**config.mk**
```make
export PLATFORM = sky130hd
export DESIGN_NAME = openofdm_rx_ctrl
export DESIGN_NICKNAME = d
export VERILOG_FILES = /design/src/rtl/openofdm_rx_ctrl_pkg.sv /design/src/rtl/openofdm_rx_ctrl_wdog.sv /design/src/rtl/openofdm_rx_ctrl.sv
export SDC_FILE = /design/constraint.sdc
export NUM_CORES = 1
export LEC_CHECK = 0
export ABC_AREA = 1
export CORE_MARGIN = 1
export CORE_UTILIZATION = 30
export CTS_CLUSTER_DIAMETER = 120
export CTS_CLUSTER_SIZE = 16
export DETAILED_ROUTE_END_ITERATION = 7
export PLACE_DENSITY = 0.55
export SYNTH_ARGS = -nofsm -noshare
export SYNTH_HDL_FRONTEND = slang
export SYNTH_SLANG_ARGS = --single-unit
export TNS_END_PERCENT = 5
```
**constraint.sdc**
```tcl
create_clock -name clock -period 3.99 [get_ports clock]
set_input_delay 0.798 -clock clock [delete_from_list [all_inputs] [get_ports clock]]
set_output_delay 0.798 -clock clock [all_outputs]
set_load 0.05 [all_outputs]
```
**src/rtl/openofdm_rx_ctrl_pkg.sv**
```systemverilog
`default_nettype none
//------------------------------------------------------------------------------
// Module   : openofdm_rx_ctrl_pkg
// Brief    : State encoding and abort-cause codes shared by the receive
//            sequencer and its watchdog.
// Revision : 1.0 - initial release
//------------------------------------------------------------------------------
package openofdm_rx_ctrl_pkg;

  typedef enum logic [2:0] {
    IDLE      = 3'd0,
    WAIT_LONG = 3'd1,
    WAIT_HDR  = 3'd2,
    PAYLOAD   = 3'd3,
    RESET     = 3'd4
  } state_t;

  localparam logic [2:0] CAUSE_NONE  = 3'd0;
  localparam logic [2:0] PREAMBLE_TO = 3'd1;
  localparam logic [2:0] HDR_BAD     = 3'd2;
  localparam logic [2:0] HT_UNSUP    = 3'd3;
  localparam logic [2:0] HDR_TO      = 3'd4;
  localparam logic [2:0] BYTE_TO     = 3'd5;
  localparam logic [2:0] OVERRUN     = 3'd6;

endpackage
`default_nettype wire

```
**src/rtl/openofdm_rx_ctrl_wdog.sv**
```systemverilog
`default_nettype none
//------------------------------------------------------------------------------
// Module   : openofdm_rx_ctrl_wdog
// Brief    : Saturating watchdog timer. Cleared by the sequencer on state
//            entry (and on payload bytes); flags expiry when a nonzero
//            timeout field equals timer+1, so the abort registered on the
//            following edge lands exactly N cycles after the clear.
// Revision : 1.0 - initial release
//------------------------------------------------------------------------------
module openofdm_rx_ctrl_wdog #(
  parameter int TIMER_WIDTH = 16
) (
  input  logic                   clock,
  input  logic                   reset,
  input  logic                   clear,
  input  logic [TIMER_WIDTH-1:0] timeout,
  output logic [TIMER_WIDTH-1:0] timer,
  output logic                   expired
);

  // Timer: zero on clear, otherwise count up and hold at all-ones.
  always_ff @(posedge clock) begin
    if (reset || clear) begin
      timer <= '0;
    end else if (timer != '1) begin
      timer <= timer + TIMER_WIDTH'(1);
    end
  end

  // A zero field disables the check entirely.
  assign expired = (timeout != '0) && (timer == (timeout - TIMER_WIDTH'(1)));

endmodule
`default_nettype wire

```
**src/rtl/openofdm_rx_ctrl.sv**
```systemverilog
`default_nettype none
//------------------------------------------------------------------------------
// Module   : openofdm_rx_ctrl
// Brief    : Packet-level sequencer and watchdog for the dot11 receive core.
//            Follows short preamble -> long preamble -> header -> payload/FCS
//            and pulses core_rst to abort stalled or illegal receptions.
//            Optional statistics counters: define OPENOFDM_RX_CTRL_STATS_EN.
// Revision : 1.0 - initial release
//------------------------------------------------------------------------------
module openofdm_rx_ctrl
  import openofdm_rx_ctrl_pkg::*;
#(
  parameter int TIMER_WIDTH   = 16,
  parameter int RST_LEN_WIDTH = 4
) (
  input  logic                     clock,
  input  logic                     reset,
  input  logic                     ctrl_enable,
  input  logic [TIMER_WIDTH-1:0]   preamble_timeout,
  input  logic [TIMER_WIDTH-1:0]   header_timeout,
  input  logic [TIMER_WIDTH-1:0]   byte_timeout,
  input  logic [RST_LEN_WIDTH-1:0] rst_pulse_len,
  input  logic                     short_preamble_detected,
  input  logic                     long_preamble_detected,
  input  logic                     pkt_header_valid_strobe,
  input  logic                     pkt_header_valid,
  input  logic                     ht_unsupport,
  input  logic [15:0]              pkt_len,
  input  logic                     byte_out_strobe,
  input  logic [15:0]              byte_count,
  input  logic                     fcs_out_strobe,
  input  logic                     fcs_ok,
  output logic                     core_rst,
  output logic                     rx_busy,
  output logic [2:0]               state,
  output logic                     abort_strobe,
  output logic [2:0]               abort_cause,
  output logic                     pkt_done_strobe,
  output logic                     pkt_fcs_ok
`ifdef OPENOFDM_RX_CTRL_STATS_EN
  ,
  input  logic                     stats_clr,
  output logic [15:0]              pkt_ok_cnt,
  output logic [15:0]              pkt_fail_cnt,
  output logic [15:0]              abort_cnt
`endif
);

  state_t                   state_q, state_d;
  logic [15:0]              len_q;
  logic [TIMER_WIDTH-1:0]   timer;
  logic [TIMER_WIDTH-1:0]   timeout_sel;
  logic                     expired;
  logic                     timer_clear;
  logic                     abort;
  logic                     done;
  logic                     latch_len;
  logic [2:0]               cause_d;

  openofdm_rx_ctrl_wdog #(
    .TIMER_WIDTH (TIMER_WIDTH)
  ) u_wdog (
    .clock   (clock),
    .reset   (reset),
    .clear   (timer_clear),
    .timeout (timeout_sel),
    .timer   (timer),
    .expired (expired)
  );

  // Pick the timeout field that applies to the current state.
  always_comb begin
    timeout_sel = '0;
    case (state_q)
      WAIT_LONG: timeout_sel = preamble_timeout;
      WAIT_HDR:  timeout_sel = header_timeout;
      PAYLOAD:   timeout_sel = byte_timeout;
      default:   timeout_sel = '0;
    endcase
  end

  // Next state, abort decision and packet-end decision.
  always_comb begin
    state_d   = state_q;
    abort     = 1'b0;
    done      = 1'b0;
    latch_len = 1'b0;
    cause_d   = abort_cause;
    if (!ctrl_enable) begin
      state_d = IDLE;
    end else begin
      case (state_q)
        IDLE: begin
          if (short_preamble_detected) state_d = WAIT_LONG;
        end
        WAIT_LONG: begin
          if (long_preamble_detected) begin
            state_d = WAIT_HDR;
          end else if (expired) begin
            abort   = 1'b1;
            cause_d = PREAMBLE_TO;
          end
        end
        WAIT_HDR: begin
          if (pkt_header_valid_strobe) begin
            if (!pkt_header_valid) begin
              abort   = 1'b1;
              cause_d = HDR_BAD;
            end else if (ht_unsupport) begin
              abort   = 1'b1;
              cause_d = HT_UNSUP;
            end else if (pkt_len == 16'd0) begin
              abort   = 1'b1;
              cause_d = HDR_BAD;
            end else begin
              state_d   = PAYLOAD;
              latch_len = 1'b1;
            end
          end else if (expired) begin
            abort   = 1'b1;
            cause_d = HDR_TO;
          end
        end
        PAYLOAD: begin
          if (fcs_out_strobe) begin
            done    = 1'b1;
            state_d = IDLE;
          end else if (byte_count > len_q) begin
            abort   = 1'b1;
            cause_d = OVERRUN;
          end else if (expired && !byte_out_strobe) begin
            // A byte arriving on the deadline counts as on time.
            abort   = 1'b1;
            cause_d = BYTE_TO;
          end
        end
        RESET: begin
          // Timer was cleared on entry, so this holds core_rst len+1 cycles.
          if (timer == TIMER_WIDTH'(rst_pulse_len)) state_d = IDLE;
        end
        default: state_d = IDLE;
      endcase
      if (abort) state_d = RESET;
    end
  end

  // Timer restarts on every state change, on each payload byte and while disabled.
  assign timer_clear = !ctrl_enable || (state_d != state_q) ||
                       ((state_q == PAYLOAD) && byte_out_strobe);

  // Registered state and outputs.
  always_ff @(posedge clock) begin
    if (reset) begin
      state_q         <= IDLE;
      core_rst        <= 1'b0;
      rx_busy         <= 1'b0;
      abort_strobe    <= 1'b0;
      abort_cause     <= CAUSE_NONE;
      pkt_done_strobe <= 1'b0;
      pkt_fcs_ok      <= 1'b0;
      len_q           <= '0;
    end else begin
      state_q         <= state_d;
      core_rst        <= (state_d == RESET);
      rx_busy         <= (state_d != IDLE);
      abort_strobe    <= abort;
      pkt_done_strobe <= done;
      if (abort)     abort_cause <= cause_d;
      if (done)      pkt_fcs_ok  <= fcs_ok;
      if (latch_len) len_q       <= pkt_len;
    end
  end

  assign state = state_q;

`ifdef OPENOFDM_RX_CTRL_STATS_EN
  // Saturating packet/abort counters; clear wins over increment.
  always_ff @(posedge clock) begin
    if (reset || stats_clr) begin
      pkt_ok_cnt   <= '0;
      pkt_fail_cnt <= '0;
      abort_cnt    <= '0;
    end else begin
      if (pkt_done_strobe && pkt_fcs_ok && (pkt_ok_cnt != '1))
        pkt_ok_cnt <= pkt_ok_cnt + 16'd1;
      if (pkt_done_strobe && !pkt_fcs_ok && (pkt_fail_cnt != '1))
        pkt_fail_cnt <= pkt_fail_cnt + 16'd1;
      if (abort_strobe && (abort_cnt != '1))
        abort_cnt <= abort_cnt + 16'd1;
    end
  end
`endif

endmodule
`default_nettype wire
```
==> impl_results.md <==
- CTS tree: built
- Drt via density: 4.966
- Post-route ant nets: 0
- Startpoint Class: input port
- Setup Total Neg Slack: 0 ns
- Post-DP Area: 0.005092 sq mm
- Core area: 0.01226 sq mm
- Simple-Gate Fraction of Synth Area: 0.4622
- Final Max Slew Viols: 0
- Most frequent CP cell: nand2_1
- CP peak stage delay: 0.40 ns
- Drt drc: 0
- Synthesis-to-layout area growth: 36.96%
- Netlist Area Pre-Place: 0.003839 sq mm
- Layout Nets: 844
- Syn avg cell area: 6.172 sq um
- Clock root buffer: clkbuf_16
- Max_cap viols: 0
- Reg-to-reg critical path endpoint: u_wdog.timer[0]$_SDFFE_PP0P_
- IO buf count: 105
- Sequential area share after synthesis: 0.2243
- Clk sink count: 43
- Clock Skew: 0.002881 ns
- Gr usage total: 0.2075
- Hpwl dp: 10940 um
- CP max stage cell: clkdlybuf4s50_1
- Largest family of logic cells by synthesized area: simple AND/OR/NAND/NOR gates
- Fin crit share: 0.8856
- Worst setup endpoint: u_wdog.timer[0]$_SDFFE_PP0P_
- Synthesized-area fraction occupied by adder cells: 0.06193
- Initial antenna violation count: 0
- Final setup margin: 0.4563 ns
- Proportion of synthesized area in mux cells: 0.002608
- Final Wtd Congestion: 0.9584
- Distinct cells, synth: 41
- Finish-stage setup viols: 0
- Final instance area: 0.005258 sq mm
- Worst r2r path cells: 26
- CTS clk-pin slew, worst paths: 0.06 ns
- TritonRoute pass-1 iters: 7
- Clk Latency, worst-skew pair: 0.29 ns
- Htree depth: 2
- Cell taking the most area after synthesis: dfxtp_1
- Beginning of the critical path: preamble_timeout[1]
- Synth warnings: 0
- Cts hold-fix bufs: 0
- Fmax: 0.2830 GHz
- Flop-to-flop setup slack: 0.63 ns
- Drt total wl: 13560 um
- Die Y: 115.1 um
- R2r startpoint: state[2]$_SDFF_PP0_
- Dpl cells: 890
- Std cell rows: 40
- Measured slew at the worst slew-check pin: 1.014 ns
- IO Count: 106
- Worst-path cell chain: clkdlybuf4s50_1, nand3_1, nand2_1, nor2_1, ha_1, nand4_1, nor2_2, nand2_1, inv_1, nand2_1, nand2_1, nand2_1, inv_1, nand3_1, nor2_1, nand3_2, or2_0, nand2_1, nor2_2, nand4_1, nand2_1, nor2_4, nand2_4, nor2_1
- Crit Path Class: in -> reg
- Final non-filler cell total: 899
- Ant diodes: 0
- Bufs and invs on worst path: 3
- Synth Instances: 622
- Synth area leaders: dfxtp_1 22%, nand2_1 14%, nand3_1 9.0%
- Horiz. Die Dim: 115.1 um
- TritonCTS buffer count: 5
- Share of cells above drive strength 1: 0.09166
- Via count: 4464
- Final min period: 3.534 ns
- Syn Nets: 736
- Total gr overflow: 0
- Largest delay contributor family on the critical path: simple AND/OR/NAND/NOR gates
- DR iter-0 viols: 274
- RSZ-0062 raised after global routing: no
- Max-slew headroom: 0.3178
- Arr. time, crit path: 3.76 ns
- Pleak: 2.393 nW
- Yosys top cell area share: 0.2243
- Pre-CTS setup slack: 0.001013 ns
- Clock Path Buffers: 2
- Hold Fails Final Rpt: 0
- WP depth: 24
- Vias in the first global route: 4237
- Synth Area in Compound Gates: 0.09029
- Maximum vdd drop: 0.0001909 V
- Initial Util: 0.3131
- Fillers: 1291
- Status: finished, final reports clean
- CP required: 4.22 ns
- Pwr/cell area: 231.7 mW/mm^2
- Routed len/inst: 15.08 um
- Crit path max fanout: 8
- Xor/xnor share of the synthesized area: 0.05834
- Synth Register Bits: 43
- Largest net degree at the start of global routing: 27
- Die area: 0.01325 sq mm
- Worst setup EP type: register
- Class of the worst hold path: reg -> reg
- First-pass GRT wire length: 21120 um
- PnR Total Power: 1.218 mW
[routing by layer]
| metal | vias up | share of wire | GRT usage |
|---|---|---|---|
| li1 | 2260 | - | - |
| met4 | 0 | 0.019 | 0.06840 |
| met3 | 18 | 0.063 | 0.03057 |
| met5 | - | 0 | 0 |
| met1 | 2037 | 0.47 | 0.2746 |
| met2 | 149 | 0.44 | 0.3454 |
[stage by stage]
step / util / hold WS (ns)
2_1_floorplan: - / 0.4274
3_3_place_gp: 0.4153 / 0.4415
3_5_place_dp: 0.4153 / 0.4574
4_1_cts: 0.4265 / 0.4661
5_1_grt: 0.4288 / 0.4793
6_report: 0.4288 / 0.4602
[power breakdown]
part           leakage (nW)  internal (mW)  switching (mW)
combinational          1.98          0.174           0.210
clock                0.0679          0.231           0.163
sequential            0.348          0.435         0.00518
total                  2.39          0.840           0.378
[placed cells by master (no fill, tap or decap), drive strengths merged, types with 2 or more instances in the layout]
master / n
a211oi: 2
a21oi: 28
a31oi: 2
and2: 2
buf: 15
clkbuf: 7
clkdlybuf4s50: 105
clkinv: 2
dfxtp: 43
ha: 19
inv: 69
nand2: 153
nand3: 78
nand4: 27
nor2: 107
nor3: 3
nor4: 7
o2111ai: 2
o21ai: 23
or2: 3
or4: 2
xnor2: 6
xor2: 17
[timing repair]
action                                  CTS  global route
buffers inserted                          0             0
gates resized for setup                   0             6
endpoints found under the setup margin    0            18
hold endpoints to repair                  0             0
[how the worst min path moves through the flow]
stage | start | cells after the start | endpoint | slack, ns
after floorplan | len_q[0]$_SDFFE_PP0P_ | 2 | len_q[0]$_SDFFE_PP0P_ | 0.43
after global placement | len_q[0]$_SDFFE_PP0P_ | 2 | len_q[0]$_SDFFE_PP0P_ | 0.44
after detailed placement | len_q[6]$_SDFFE_PP0P_ | 2 | len_q[6]$_SDFFE_PP0P_ | 0.46
after CTS | len_q[2]$_SDFFE_PP0P_ | 2 | len_q[2]$_SDFFE_PP0P_ | 0.47
after global routing | len_q[4]$_SDFFE_PP0P_ | 2 | len_q[4]$_SDFFE_PP0P_ | 0.48
final | len_q[2]$_SDFFE_PP0P_ | 2 | len_q[2]$_SDFFE_PP0P_ | 0.46
[synth_stat cells, drive strengths merged]
library cell and instances:
a211oi 2, a21oi 28, a311oi 1, a31oi 2, and2 2, buf 10, clkbuf 10, clkinv 1
dfxtp 43, ha 19, inv 69, mux2i 1, nand2 152, nand3 78, nand3b 1, nand4 27
nor2 107, nor3 3, nor4 7, o2111ai 2, o211ai 1, o21a 1, o21ai 23, o21bai 1
o221ai 1, o22ai 1, or2 3, or4 2, xnor2 6, xnor3 1, xor2 17
[cell type report]
type	count	area, sq um	share of cell area
multi-input cells	490	2619	0.4981
repair buffers	120	1164	0.2213
flip-flops and latches	43	862.1	0.1640
inverters	70	265.3	0.05045
well taps	168	210.2	0.03998
clock buffers	7	132.6	0.02523
clock inverters	1	5.005	0.0009519
[flip-flops by register name (all words and copies together) (netlist names)]
signal and cells:
pkt_done_strobe 1, state 3, u_wdog.timer 16, pkt_fcs_ok 1, abort_strobe 1, rx_busy 1
core_rst 1, abort_cause 3, len_q 16
[cell families after synthesis]
family                     Yosys count
adders and majority gates           19
muxes                                1
AOI/OAI and AO/OA                   63
and+or+nand+nor                    382
DFF                                 43
buffers and inverters               90
xor gates and xnor gates            24
[tightest hold or removal path: cells and delay by family, from the launching register on]
family	cells	cell delay, ns
AOI/OAI and AO/OA	1	0.06
buffers and inverters	1	0.06
DFF	1	0.29
(Power assumes the default switching activity.)
